===== src/rtl/cmul_result_buffer_if.sv =====
// Handshake and status bundle between the complex-multiplier result buffer and its environment.
// The buffer connects through the slave modport; the driving environment uses master.
interface cmul_result_buffer_if #(
   parameter int unsigned pDATA_WIDTH = 128,
   parameter int unsigned pDEPTH      = 32
);
   localparam int unsigned CntW = $clog2(pDEPTH) + 1;

   logic                   issue;
   logic                   issue_ok;
   logic [pDATA_WIDTH-1:0] mul_result;
   logic                   mul_ready;
   logic [pDATA_WIDTH-1:0] out_data;
   logic                   out_valid;
   logic                   out_ready;
   logic [CntW-1:0]        count;
   logic [CntW-1:0]        inflight;
   logic                   overflow;
   logic                   proto_err;

   modport slave (
      input  issue,
      input  mul_result,
      input  mul_ready,
      input  out_ready,
      output issue_ok,
      output out_data,
      output out_valid,
      output count,
      output inflight,
      output overflow,
      output proto_err
   );

   modport master (
      output issue,
      output mul_result,
      output mul_ready,
      output out_ready,
      input  issue_ok,
      input  out_data,
      input  out_valid,
      input  count,
      input  inflight,
      input  overflow,
      input  proto_err
   );
endinterface


===== src/rtl/cmul_result_buffer.sv =====
// Credit-managed first-word-fall-through FIFO that absorbs the complex multiplier's fixed-latency
// results. Upstream issue is gated so every in-flight operation already owns a free slot.
module cmul_result_buffer #(
   parameter int unsigned pDATA_WIDTH = 128,
   parameter int unsigned pDEPTH      = 32
) (
   input logic                 clk,
   input logic                 rstn,
   cmul_result_buffer_if.slave bus
);
   localparam int unsigned PtrW = $clog2(pDEPTH);
   localparam int unsigned CntW = PtrW + 1;
   localparam logic [CntW-1:0] Full        = CntW'(pDEPTH);
   localparam logic [CntW-1:0] InflightMax = CntW'(2 * pDEPTH - 1);
   localparam logic [CntW:0]   DepthWide   = (CntW + 1)'(pDEPTH);

   logic [pDATA_WIDTH-1:0] mem_q [pDEPTH];

   logic [PtrW-1:0] wr_ptr_q;
   logic [PtrW-1:0] wr_ptr_d;
   logic [PtrW-1:0] rd_ptr_q;
   logic [PtrW-1:0] rd_ptr_d;
   logic [CntW-1:0] count_q;
   logic [CntW-1:0] count_d;
   logic [CntW-1:0] inflight_q;
   logic [CntW-1:0] inflight_d;
   logic            overflow_q;
   logic            overflow_d;
   logic            proto_err_q;
   logic            proto_err_d;

   logic            full;
   logic            empty;
   logic            push;
   logic            pop;
   logic            credit_ok;
   logic [CntW:0]   committed;

   always_comb begin
      full      = (count_q == Full);
      empty     = (count_q == '0);
      // One extra bit: inflight can legally exceed pDEPTH after protocol violations.
      committed = {1'b0, inflight_q} + {1'b0, count_q};
      credit_ok = (committed < DepthWide);
      pop       = !empty && bus.out_ready;
      push      = bus.mul_ready && (!full || pop);
   end

   always_comb begin
      wr_ptr_d = wr_ptr_q;
      rd_ptr_d = rd_ptr_q;
      count_d  = count_q;

      if (push) begin
         wr_ptr_d = wr_ptr_q + 1'b1;
      end
      if (pop) begin
         rd_ptr_d = rd_ptr_q + 1'b1;
      end

      unique case ({push, pop})
         2'b10:   count_d = count_q + 1'b1;
         2'b01:   count_d = count_q - 1'b1;
         default: count_d = count_q;
      endcase
   end

   always_comb begin
      inflight_d = inflight_q;
      if (bus.issue && !bus.mul_ready) begin
         if (inflight_q != InflightMax) begin
            inflight_d = inflight_q + 1'b1;
         end
      end else if (bus.mul_ready && !bus.issue) begin
         if (inflight_q != '0) begin
            inflight_d = inflight_q - 1'b1;
         end
      end
   end

   always_comb begin
      overflow_d  = overflow_q | (bus.mul_ready & full & !pop);
      proto_err_d = proto_err_q
                    | (bus.issue & !credit_ok)
                    | (bus.mul_ready & (inflight_q == '0));
   end

   always_ff @(posedge clk or negedge rstn) begin
      if (!rstn) begin
         wr_ptr_q    <= '0;
         rd_ptr_q    <= '0;
         count_q     <= '0;
         inflight_q  <= '0;
         overflow_q  <= 1'b0;
         proto_err_q <= 1'b0;
      end else begin
         wr_ptr_q    <= wr_ptr_d;
         rd_ptr_q    <= rd_ptr_d;
         count_q     <= count_d;
         inflight_q  <= inflight_d;
         overflow_q  <= overflow_d;
         proto_err_q <= proto_err_d;
      end
   end

   // Storage is deliberately left out of reset; out_data is only meaningful under out_valid.
   always_ff @(posedge clk) begin
      if (push) begin
         mem_q[wr_ptr_q] <= bus.mul_result;
      end
   end

   assign bus.issue_ok  = credit_ok;
   assign bus.out_valid = !empty;
   assign bus.out_data  = mem_q[rd_ptr_q];
   assign bus.count     = count_q;
   assign bus.inflight  = inflight_q;
   assign bus.overflow  = overflow_q;
   assign bus.proto_err = proto_err_q;

endmodule

===== src/flat_wrapper.sv =====
// flat-port wrapper written by rule: the top's interface ports become plain ports
module cmul_result_buffer_flat 
#(
   parameter int unsigned pDATA_WIDTH = 128,
   parameter int unsigned pDEPTH      = 32
)
  (clk, rstn, bus_issue, bus_mul_result, bus_mul_ready, bus_out_ready, bus_issue_ok, bus_out_data, bus_out_valid, bus_count, bus_inflight, bus_overflow, bus_proto_err);
  cmul_result_buffer_if #(.pDATA_WIDTH(pDATA_WIDTH), .pDEPTH(pDEPTH)) bus_i ();
  input logic clk;
  input logic rstn;
  input wire logic [$bits(bus_i.issue)-1:0] bus_issue;
  input wire logic [$bits(bus_i.mul_result)-1:0] bus_mul_result;
  input wire logic [$bits(bus_i.mul_ready)-1:0] bus_mul_ready;
  input wire logic [$bits(bus_i.out_ready)-1:0] bus_out_ready;
  output wire logic [$bits(bus_i.issue_ok)-1:0] bus_issue_ok;
  output wire logic [$bits(bus_i.out_data)-1:0] bus_out_data;
  output wire logic [$bits(bus_i.out_valid)-1:0] bus_out_valid;
  output wire logic [$bits(bus_i.count)-1:0] bus_count;
  output wire logic [$bits(bus_i.inflight)-1:0] bus_inflight;
  output wire logic [$bits(bus_i.overflow)-1:0] bus_overflow;
  output wire logic [$bits(bus_i.proto_err)-1:0] bus_proto_err;
  assign bus_i.issue = bus_issue;
  assign bus_i.mul_result = bus_mul_result;
  assign bus_i.mul_ready = bus_mul_ready;
  assign bus_i.out_ready = bus_out_ready;
  assign bus_issue_ok = bus_i.issue_ok;
  assign bus_out_data = bus_i.out_data;
  assign bus_out_valid = bus_i.out_valid;
  assign bus_count = bus_i.count;
  assign bus_inflight = bus_i.inflight;
  assign bus_overflow = bus_i.overflow;
  assign bus_proto_err = bus_i.proto_err;
  cmul_result_buffer #(.pDATA_WIDTH(pDATA_WIDTH), .pDEPTH(pDEPTH)) u_core (.clk(clk), .rstn(rstn), .bus(bus_i));
endmodule

===== config.mk =====
export PLATFORM = sky130hd
export DESIGN_NAME = cmul_result_buffer_flat
export DESIGN_NICKNAME = d
export VERILOG_FILES = /design/src/rtl/cmul_result_buffer_if.sv /design/src/rtl/cmul_result_buffer.sv /design/src/flat_wrapper.sv
export SDC_FILE = /design/constraint.sdc
export NUM_CORES = 2
export LEC_CHECK = 0
export CORE_ASPECT_RATIO = 0.6
export CORE_MARGIN = 2
export CORE_UTILIZATION = 50
export CTS_BUF_LIST = sky130_fd_sc_hd__clkbuf_8
export CTS_CLUSTER_SIZE = 14
export DETAILED_ROUTE_END_ITERATION = 8
export PLACE_DENSITY = 0.77
export SYNTH_ARGS = -nofsm -noshare
export SYNTH_HDL_FRONTEND = slang
export SYNTH_SLANG_ARGS = --single-unit

===== constraint.sdc =====
create_clock -name clk -period 11.65 [get_ports clk]
set_input_delay 2.9125 -clock clk [delete_from_list [all_inputs] [get_ports clk]]
set_output_delay 2.9125 -clock clk [all_outputs]
set_load 0.03 [all_outputs]

==> run metrics <==
run status=finished, violations left; failing checks=max-slew violations; flop-to-flop setup slack=6.64 ns; Post-synth EDFFs=4,096; post-synth top area share=0.789; post-placement cell count=10,600; Remaining Overflow, GRT=0; Yosys cell types=53; chip height=437 µm; core area=310,000 µm²; Total GRT Usage=0.240; register area share after synthesis=0.792; Worst Path Arrival=5.71 ns; top-count cell post-synth=edfxtp_1; Leak=0.0544 µW; fin nets=7,206; Die X=725 µm; worst r2r src=u_core.bus.count[1]$_DFFE_PN0P_; area grow syn2layout=11.8%; First-pass DRT Iterations=6; Initial Util=0.504; CP Capture Type=primary output; Port Buffer Count=276; Area contributors post-synth=edfxtp_1 79%, mux4_2 15%, mux2i_1 1.8%, a22oi_1 0.77%, o221ai_1 0.45%; Vias=75,400; Crit Path Class=reg -> out; drt total wl=385 mm; H-tree Lvls=6; setup_tns=0 ns; # IOs=277; TritonCTS Sinks=4,120; CTS buffer count=572; Post-CTS Setup Bufs=0; cell count after synthesis=6,419; max cap viols=0; FF-to-FF path depth=5; clock slew at the register clock pins of the worst setup and hold paths=0.06 ns; async set or reset register ratio after synthesis=0.00583; clk_lat worst skew=1.09 ns; fmax=116 MHz; Avg Cell Area, Syn=24.3 µm²; largest net degree at the start of global routing=161; Worst Skew=0.0970 ns; Hold Crit Class=reg -> reg; layout cells sized above 1=0.261; synthesized cell area=156,000 µm²; Synth warnings=0; Synth top cells by count=4,096 x edfxtp_1, 1,032 x mux4_2, 279 x mux2i_1, 183 x clkbuf_1, 161 x a22oi_1; drt first-iter violations=11,600; Crit path required time=8.74 ns; Worst-Margin Slew=1.54 ns; FP Rows=158; fin cells=11,700; Pwr Density=237 nW/µm²; post-synth top area cell=edfxtp_1; final hold viol count=0; Post-synth top flop=edfxtp_1; CTS resizes=0; Worst setup SP type=flop; Die ar.=317,000 µm²; Max Transition Viols Final=22; critical path fanouts, max=52; global-route wire length before repair=547 mm; WHS Endpoint=u_core.bus.overflow$_DFF_PN0_; final count of negative-setup-slack endpoints=0; vias per cell=6.47; Slew headroom=-0.0300; clock buffer depth=4; fin crit period=8.62 ns; Detail Placement HPWL=192 mm; CTS tree=built; gpl congestion=0.774; Hold WS=0.490 ns; Root Buffer=clkbuf_8; initial antenna violation count=38; post-route ant nets=0; fin crit share=0.740; syn_nets=6,568; post-DR wirelength/cell=33.0 µm; # DRC=0; Fillers=21,600; Peak supply drop=0.264 mV; hold_buf cts=0; hold path start=u_core.bus.overflow$_DFF_PN0_; hold depth=1; Synth Register Bits=4,120; vias in the first global route=75,100; RSZ-0062 raised after global routing=false; r2r endpoint=u_core.mem_q[7][69]$_DFFE_PP_
-- final cells by class --
type                            count  area, µm²  area share
Multi-Input combinational cell   1942      31100       0.178
Tap cell                         4160       5200      0.0299
Timing Repair Buffer              414       4230      0.0243
Sequential cell                  4120     124000       0.709
Clock buffer                      591       8130      0.0467
Antenna cell                       13       32.5    0.000187
Inverter                            7       41.3    0.000237
Clock inverter                    403       1980      0.0113
-- logic make-up (layout without fill, tap and decap cells) --
logic type	Yosys count	in the layout	synth area share
other cells	0	13	0
flops	4120	4120	0.792
xor+xnor	17	17	0.000955
buf+inv	357	1415	0.0103
fa+ha+maj	16	16	0.00133
compound gates	400	400	0.0198
simple gates	148	148	0.00457
mux	1361	1361	0.171
-- per-stage QoR --
step	worst slack (ns)	instance area, µm²	power [µW]	util
3_5_place_dp	3.73	164000	31500	0.530
2_1_floorplan	1.62	156000	26600	-
4_1_cts	2.93	174000	41600	0.563
5_1_grt	2.83	174000	42800	0.563
6_report	3.03	174000	41300	0.563
3_3_place_gp	3.74	164000	31300	0.530
-- how the worst max path moves through the flow --
stage,from,endpoint,slack [ns]
6_report,u_core.rd_ptr_q[2]$_DFFE_PN0N_,bus_out_data[120],3.03
5_1_grt,u_core.rd_ptr_q[0]$_DFFE_PN0N_,bus_out_data[11],2.83
4_1_cts,u_core.rd_ptr_q[2]$_DFFE_PN0N_,bus_out_data[120],2.93
3_5_place_dp,bus_mul_ready,u_core.mem_q[20][16]$_DFFE_PP_,3.73
3_3_place_gp,bus_mul_ready,u_core.mem_q[11][81]$_DFFE_PP_,3.74
2_1_floorplan,bus_out_ready,u_core.mem_q[31][0]$_DFFE_PP_,1.62
-- cell usage in the layout, fill, tap and decap left out, types with 4 or more instances in the layout --
master           synthesis  layout
a22o_1                  22      22
clkinvlp_4               0      16
nor2_4                   0      38
xnor2_1                 13      13
and3_1                  24      24
a32oi_1                 58      58
mux4_2                1032    1032
nor2_1                  49      11
diode_2                  0      13
clkbuf_8                 0     591
a31oi_1                 25      25
edfxtp_1              4096    4096
dfrtp_1                 24      21
mux2_2                  50      50
bufinv_16                0       7
ha_1                    15      15
o21ai_0                  7       7
a22oi_1                161     161
buf_4                   39     103
xor2_1                   4       4
a21oi_1                 29      29
clkinv_1                 0     125
clkinv_2                 0      31
inv_8                    0       9
inv_6                    0      16
o221ai_1                81      81
mux2i_1                279     279
buf_12                   0      35
clkdlybuf4s50_1          0     275
nand2_1                 39      36
inv_1                    5     201
nand4_1                  4       4
-- metal layers --
layer | share of wire | track usage | wire (µm) | vias to the layer above
met4 | 0.025 | 0.0644 | 9580 | 12
met1 | 0.39 | 0.358 | 148000 | 39900
met3 | 0.13 | 0.0562 | 48400 | 640
li1 | - | - | - | 29200
met2 | 0.46 | 0.363 | 179000 | 5659
met5 | 0.00021 | 0 | 81 | -
-- flip-flops by register name, summed over array words and instances (netlist names) --
signal and flops:
u_core.bus.count 6, u_core.rd_ptr_q 5, u_core.bus.overflow 1, u_core.wr_ptr_q 5, u_core.bus.proto_err 1, u_core.bus.inflight 6, u_core.mem_q 4096
-- worst max-delay path, stage by stage, from the launching register on --
cell             delay, ns
dfrtp_1               0.93
inv_8                 0.47
nor2_4                0.60
buf_4                 0.73
a22oi_1               0.24
a32oi_1               0.74
clkdlybuf4s50_1       0.82
-- where the power goes --
part | total, µW | internal, µW | switching, µW | leakage (µW)
Sequential | 17600 | 17200 | 355 | 0.0372
Clock | 10200 | 4880 | 5350 | 0.00586
Combinational | 13500 | 5700 | 7820 | 0.0114
Note: power is estimated with default switching activity, not from simulation.
